===== src/rtl/regfile_pkg.sv =====
// Shared types and helpers for the parametrised register file with busy scoreboard.
package regfile_pkg;

  localparam int DEF_WIDTH = 32;
  localparam int DEF_DEPTH = 16;
  localparam int MAX_DEPTH = 256;
  localparam int MAX_AW    = $clog2(MAX_DEPTH);

  // Wide enough for any supported depth; narrower addresses are zero-extended into it.
  typedef logic [MAX_AW-1:0] reg_addr_t;

  function automatic logic [MAX_DEPTH-1:0] onehot(input reg_addr_t addr, input int depth);
    logic [MAX_DEPTH-1:0] v;
    v = '0;
    for (int i = 0; i < MAX_DEPTH; i++) begin
      if ((i < depth) && (addr == reg_addr_t'(i))) v[i] = 1'b1;
    end
    return v;
  endfunction

endpackage


===== src/rtl/regfile_if.sv =====
// Writeback, read-port and issue/scoreboard signals between ID-stage issue logic and the register file.
interface regfile_if
  import regfile_pkg::*;
#(
  parameter int WIDTH = DEF_WIDTH,
  parameter int DEPTH = DEF_DEPTH
);
  localparam int AW = $clog2(DEPTH);

  logic             we;
  logic [AW-1:0]    rw;
  logic [WIDTH-1:0] wd;
  logic [AW-1:0]    ra;
  logic [AW-1:0]    rb;
  logic [WIDTH-1:0] rda;
  logic [WIDTH-1:0] rdb;
  logic             issue_valid;
  logic [AW-1:0]    issue_rd;
  logic             issue_rd_en;
  logic             stall;
  logic [DEPTH-1:0] busy;

  modport master (
    output we, rw, wd, ra, rb, issue_valid, issue_rd, issue_rd_en,
    input  rda, rdb, stall, busy
  );

  modport slave (
    input  we, rw, wd, ra, rb, issue_valid, issue_rd, issue_rd_en,
    output rda, rdb, stall, busy
  );

endinterface


===== src/rtl/regfile_busy_sb.sv =====
// Per-register busy scoreboard: tracks in-flight multi-cycle producers and raises stall on RAW/WAW hazards.
module regfile_busy_sb
  import regfile_pkg::*;
#(
  parameter int DEPTH    = DEF_DEPTH,
  parameter int ZERO_REG = 1,
  localparam int AW      = $clog2(DEPTH)
) (
  input  logic             clk,
  input  logic             reset,
  input  logic             we,
  input  logic [AW-1:0]    rw,
  input  logic [AW-1:0]    ra,
  input  logic [AW-1:0]    rb,
  input  logic             issue_valid,
  input  logic [AW-1:0]    issue_rd,
  input  logic             issue_rd_en,
  output logic             stall,
  output logic [DEPTH-1:0] busy
);

  logic [DEPTH-1:0]     busy_q;
  logic [DEPTH-1:0]     busy_d;
  logic [DEPTH-1:0]     clr_mask;
  logic [DEPTH-1:0]     set_mask;
  logic [DEPTH-1:0]     eff_busy;
  logic [MAX_DEPTH-1:0] wb_oh;
  logic [MAX_DEPTH-1:0] rd_oh;
  logic                 hazard;
  logic                 set_ok;
  logic                 unused_oh;

  assign wb_oh     = onehot(reg_addr_t'(rw), DEPTH);
  assign rd_oh     = onehot(reg_addr_t'(issue_rd), DEPTH);
  assign unused_oh = ^{wb_oh, rd_oh};

  always_comb begin
    clr_mask = '0;
    set_mask = '0;
    if (we) clr_mask = wb_oh[DEPTH-1:0];
    // A register being written back this cycle is free: the bypass supplies its value.
    eff_busy = busy_q & ~clr_mask;
    hazard   = issue_valid & (eff_busy[ra] | eff_busy[rb] | (issue_rd_en & eff_busy[issue_rd]));
    set_ok   = issue_valid & ~hazard & issue_rd_en &
               ~((ZERO_REG != 0) && (issue_rd == '0));
    if (set_ok) set_mask = rd_oh[DEPTH-1:0];
    // Set is applied after clear so a new producer wins over the completing writeback.
    busy_d = (busy_q & ~clr_mask) | set_mask;
    if (ZERO_REG != 0) busy_d[0] = 1'b0;
  end

  always_ff @(posedge clk or posedge reset) begin
    if (reset) busy_q <= '0;
    else       busy_q <= busy_d;
  end

  assign stall = hazard;
  assign busy  = busy_q;

endmodule


===== src/rtl/regfile_scoreboard.sv =====
// Parametrised ID-stage register file with write-first bypass, optional hardwired zero register and busy scoreboard.
module regfile_scoreboard
  import regfile_pkg::*;
#(
  parameter int WIDTH    = DEF_WIDTH,
  parameter int DEPTH    = DEF_DEPTH,
  parameter int ZERO_REG = 1
) (
  input  logic     clk,
  input  logic     reset,
  regfile_if.slave rf
);

  localparam int AW = $clog2(DEPTH);

  logic [WIDTH-1:0] mem [DEPTH];
  logic             wr_ok;

  // Writes to the hardwired zero register are dropped, so they neither update nor bypass.
  assign wr_ok = rf.we & ~((ZERO_REG != 0) && (rf.rw == AW'(0)));

  always_ff @(posedge clk or posedge reset) begin
    if (reset) begin
      for (int i = 0; i < DEPTH; i++) mem[i] <= '0;
    end else if (wr_ok) begin
      mem[rf.rw] <= rf.wd;
    end
  end

  always_comb begin
    rf.rda = mem[rf.ra];
    if (wr_ok && (rf.rw == rf.ra)) rf.rda = rf.wd;
    if ((ZERO_REG != 0) && (rf.ra == AW'(0))) rf.rda = '0;
    if (reset) rf.rda = '0;
  end

  always_comb begin
    rf.rdb = mem[rf.rb];
    if (wr_ok && (rf.rw == rf.rb)) rf.rdb = rf.wd;
    if ((ZERO_REG != 0) && (rf.rb == AW'(0))) rf.rdb = '0;
    if (reset) rf.rdb = '0;
  end

  regfile_busy_sb #(
    .DEPTH    (DEPTH),
    .ZERO_REG (ZERO_REG)
  ) u_busy_sb (
    .clk         (clk),
    .reset       (reset),
    .we          (rf.we),
    .rw          (rf.rw),
    .ra          (rf.ra),
    .rb          (rf.rb),
    .issue_valid (rf.issue_valid),
    .issue_rd    (rf.issue_rd),
    .issue_rd_en (rf.issue_rd_en),
    .stall       (rf.stall),
    .busy        (rf.busy)
  );

endmodule


===== src/flat_wrapper.sv =====
// flat-port wrapper written by rule: the top's interface ports become plain ports
module regfile_scoreboard_flat import regfile_pkg::*;
#(
  parameter int WIDTH    = DEF_WIDTH,
  parameter int DEPTH    = DEF_DEPTH,
  parameter int ZERO_REG = 1
)
  (clk, reset, rf_we, rf_rw, rf_wd, rf_ra, rf_rb, rf_issue_valid, rf_issue_rd, rf_issue_rd_en, rf_rda, rf_rdb, rf_stall, rf_busy);
  regfile_if #(.WIDTH(WIDTH), .DEPTH(DEPTH)) rf_i ();
  input  logic clk;
  input  logic reset;
  input wire logic [$bits(rf_i.we)-1:0] rf_we;
  input wire logic [$bits(rf_i.rw)-1:0] rf_rw;
  input wire logic [$bits(rf_i.wd)-1:0] rf_wd;
  input wire logic [$bits(rf_i.ra)-1:0] rf_ra;
  input wire logic [$bits(rf_i.rb)-1:0] rf_rb;
  input wire logic [$bits(rf_i.issue_valid)-1:0] rf_issue_valid;
  input wire logic [$bits(rf_i.issue_rd)-1:0] rf_issue_rd;
  input wire logic [$bits(rf_i.issue_rd_en)-1:0] rf_issue_rd_en;
  output wire logic [$bits(rf_i.rda)-1:0] rf_rda;
  output wire logic [$bits(rf_i.rdb)-1:0] rf_rdb;
  output wire logic [$bits(rf_i.stall)-1:0] rf_stall;
  output wire logic [$bits(rf_i.busy)-1:0] rf_busy;
  assign rf_i.we = rf_we;
  assign rf_i.rw = rf_rw;
  assign rf_i.wd = rf_wd;
  assign rf_i.ra = rf_ra;
  assign rf_i.rb = rf_rb;
  assign rf_i.issue_valid = rf_issue_valid;
  assign rf_i.issue_rd = rf_issue_rd;
  assign rf_i.issue_rd_en = rf_issue_rd_en;
  assign rf_rda = rf_i.rda;
  assign rf_rdb = rf_i.rdb;
  assign rf_stall = rf_i.stall;
  assign rf_busy = rf_i.busy;
  regfile_scoreboard #(.WIDTH(WIDTH), .DEPTH(DEPTH), .ZERO_REG(ZERO_REG)) u_core (.clk(clk), .reset(reset), .rf(rf_i));
endmodule

===== config.mk =====
export PLATFORM = sky130hd
export DESIGN_NAME = regfile_scoreboard_flat
export DESIGN_NICKNAME = d
export VERILOG_FILES = /design/src/rtl/regfile_pkg.sv /design/src/rtl/regfile_if.sv /design/src/rtl/regfile_busy_sb.sv /design/src/rtl/regfile_scoreboard.sv /design/src/flat_wrapper.sv
export SDC_FILE = /design/constraint.sdc
export NUM_CORES = 2
export LEC_CHECK = 0
export CAP_MARGIN = 20
export CORE_ASPECT_RATIO = 1.4
export CORE_UTILIZATION = 55
export DETAILED_ROUTE_END_ITERATION = 8
export HOLD_SLACK_MARGIN = 0.03
export PLACE_DENSITY = 0.76
export SKIP_LAST_GASP = 1
export SYNTH_ARGS = -nofsm -noshare
export SYNTH_HDL_FRONTEND = slang
export SYNTH_SLANG_ARGS = --single-unit

===== constraint.sdc =====
create_clock -name clk -period 20.4 [get_ports clk]
set_input_delay 4.08 -clock clk [delete_from_list [all_inputs] [get_ports clk]]
set_output_delay 4.08 -clock clk [all_outputs]
set_load 0.01 [all_outputs]

==> qor.yml <==
status: "finished, final reports clean"
post_cts_buffers: 0
drt-vias-per-instance: 6.85
cts_tree: "done"
clock_latency_ps: 570
cp_max_fo: 33
clockBufferDepth: 3
use_met1_pct: 38.8
p_per_area_nw_per_um2: 98.9
rrSetupSlack_ps: 17860
synth_edf_count: 0
timing.rr.start: "u_core.u_busy_sb.busy[11]"
grt_use_met2_pct: 51.0
drive_above_1_share_pct: 44.5
tightest_slew_ps: 1110
worstRegToRegCells: 7
cts_sinks: 527
met3_usage_pct: 3.83
slew_viol_final: 0
area_delta_synth_final_pct: 12.0
rsz0062_at_grt: "false"
cp.required_ps: 16320
avgRoutedWirePerCell_um: 28.6
final_common_cell: "dfrtp_1"
clockRootBuffer: "clkbuf_16"
die_area_um2: 53100
ios: 134
min_from: "u_core.mem[493]"
wl_um: 76200
min_to: "u_core.mem[493]"
gr-total-overflow: 0
cts_hold_buffers: 0
r2r_end: "u_core.u_busy_sb.busy[12]"
final_hold_viol_count: 0
start_kind: "input port"
async_flop_share_pct: 100
ys_seq_area_share_pct: 45.9
die_h_um: 272
drt_iter0_drc: 1788
fin_nets: 2030
grt_first_pass_wirelength_um: 119000
synth_cell_types: 57
finalSetupTns_ps: 0
die_w_um: 195
vias: 18300
whs_ps: 396
cts_htree_levels: 2
ant_nets: 0
drv_cap: 0
p_leak_nw: 13.2
synth_area_um2: 28700
post-route-util_pct: 62.7
syn_avg_cell_area_um2: 14.6
worst-setup-path-type: "in2out"
grt_antenna_before_repair: 1
relSlewSlack_pct: 26.1
drc: 0
hold_path_depth: 0
yosys_warnings: 0
vdd_drop_max_uv: 64.5
synthCells: 1970
hpwlAfterDp_um: 42600
grt_max_degree: 185
ys_seq_elements: 527
fmax_ghz: 0.0828
clk_pin_slew_ps: 60
rows: 98
gp_congestion: 0.879
top_usage_layer: "met2"
cts_buffers: 51
ys.flop_type: "dfrtp_1"
synth_nets: 2023
fin_skew_ps: 2.04
start_util_pct: 56.0
crit_path_end_kind: "primary output"
ctsResizeCount: 0
timing.final.crit_period_ps: 12070
post-route-period-util_pct: 59.2
final_cell_mix: "527 x dfrtp_1, 416 x mux2_2, 322 x mux4_2"
grt.total_usage_pct: 29.7
setup_viol: 0
min_path_type: "reg2reg"
grt_pass1_vias: 19700
core-area_um2: 51300
io_buffers: 132
critical_path_arrival_ps: 7990
drtPass1Iterations: 5
area by class of cell:
| type | count | area [um^2] |
|---|---|---|
| multi-input combinational | 1218 | 14700 |
| clock buffer | 74 | 1470 |
| tap | 650 | 813 |
| clock inverter | 18 | 225 |
| timing repair buffer | 173 | 1680 |
| fill | 3758 | 19100 |
| sequential | 527 | 13200 |
| inverter | 6 | 26.3 |
| antenna | 1 | 2.50 |
worst max path at each step:
stage	from	to	slack [ps]	cells after the start
6_report	rf_rw[1]	rf_stall	8330	10
5_1_grt	rf_rw[1]	rf_stall	8160	10
4_1_cts	rf_rw[1]	rf_stall	8390	10
3_5_place_dp	rf_rw[1]	rf_stall	8400	10
3_3_place_gp	rf_rw[1]	rf_stall	8510	10
2_1_floorplan	reset	rf_rda[0]	3250	4
where the power goes:
part	switching (mW)	internal [mW]	total, mW
combinational	0.288	0.482	0.770
sequential	0.166	1.27	1.44
clock	0.411	0.563	0.974
cells in the mapped netlist (9+ instances only):
cell | n | area (um^2)
buf_1 | 13 | 48.8
buf_2 | 30 | 150
clkbuf_1 | 169 | 634
dfrtp_1 | 527 | 13200
mux2_2 | 416 | 4680
mux2i_1 | 65 | 651
mux4_2 | 322 | 7250
nand2_1 | 220 | 826
nor2_1 | 77 | 289
o21ai_0 | 9 | 45.0
o31ai_1 | 9 | 67.6
o41ai_1 | 10 | 87.6
state kept, by name, summed over array words and instances (netlist names):
signal	flops
u_core.mem	512
u_core.u_busy_sb.busy	15
metal layers:
metal	vias to the layer above	part of all wire [%]
li1	7475	-
met1	9874	39
met2	732	52
met3	185	5.8
met4	0	3.6
met5	-	0
per-stage QoR:
| step | setup WS (ps) | total power [mW] | area [um^2] | instances |
|---|---|---|---|---|
| global placement | 8510 | 2.17 | 30400 | 2572 |
| global route | 8160 | 3.31 | 32100 | 2667 |
| floorplan | 3250 | 1.98 | 28700 | 1970 |
| finish | 8330 | 3.18 | 32100 | 2667 |
| CTS | 8390 | 3.19 | 32100 | 2664 |
| detailed placement | 8400 | 2.22 | 30400 | 2572 |
cell families after synthesis:
family	Yosys count	synth area share, %
AOI/OAI and AO/OA	61	1.73
xor gates and xnor gates	10	0.305
buffers and inverters	225	3.16
DFF	527	45.9
muxes	803	43.9
other	1	0.0131
and+or+nand+nor	343	5.00
worst max-delay path: stages:
cell and delay [ps]:
clkdlybuf4s50_1 700, nand2_1 560, nor2b_4 60, buf_4 330, nor3b_1 270, a31oi_1 80, a211oi_2 390, a21boi_1 810
o21a_1 190, clkdlybuf4s50_1 530
Power figures use the tool's default switching activity.
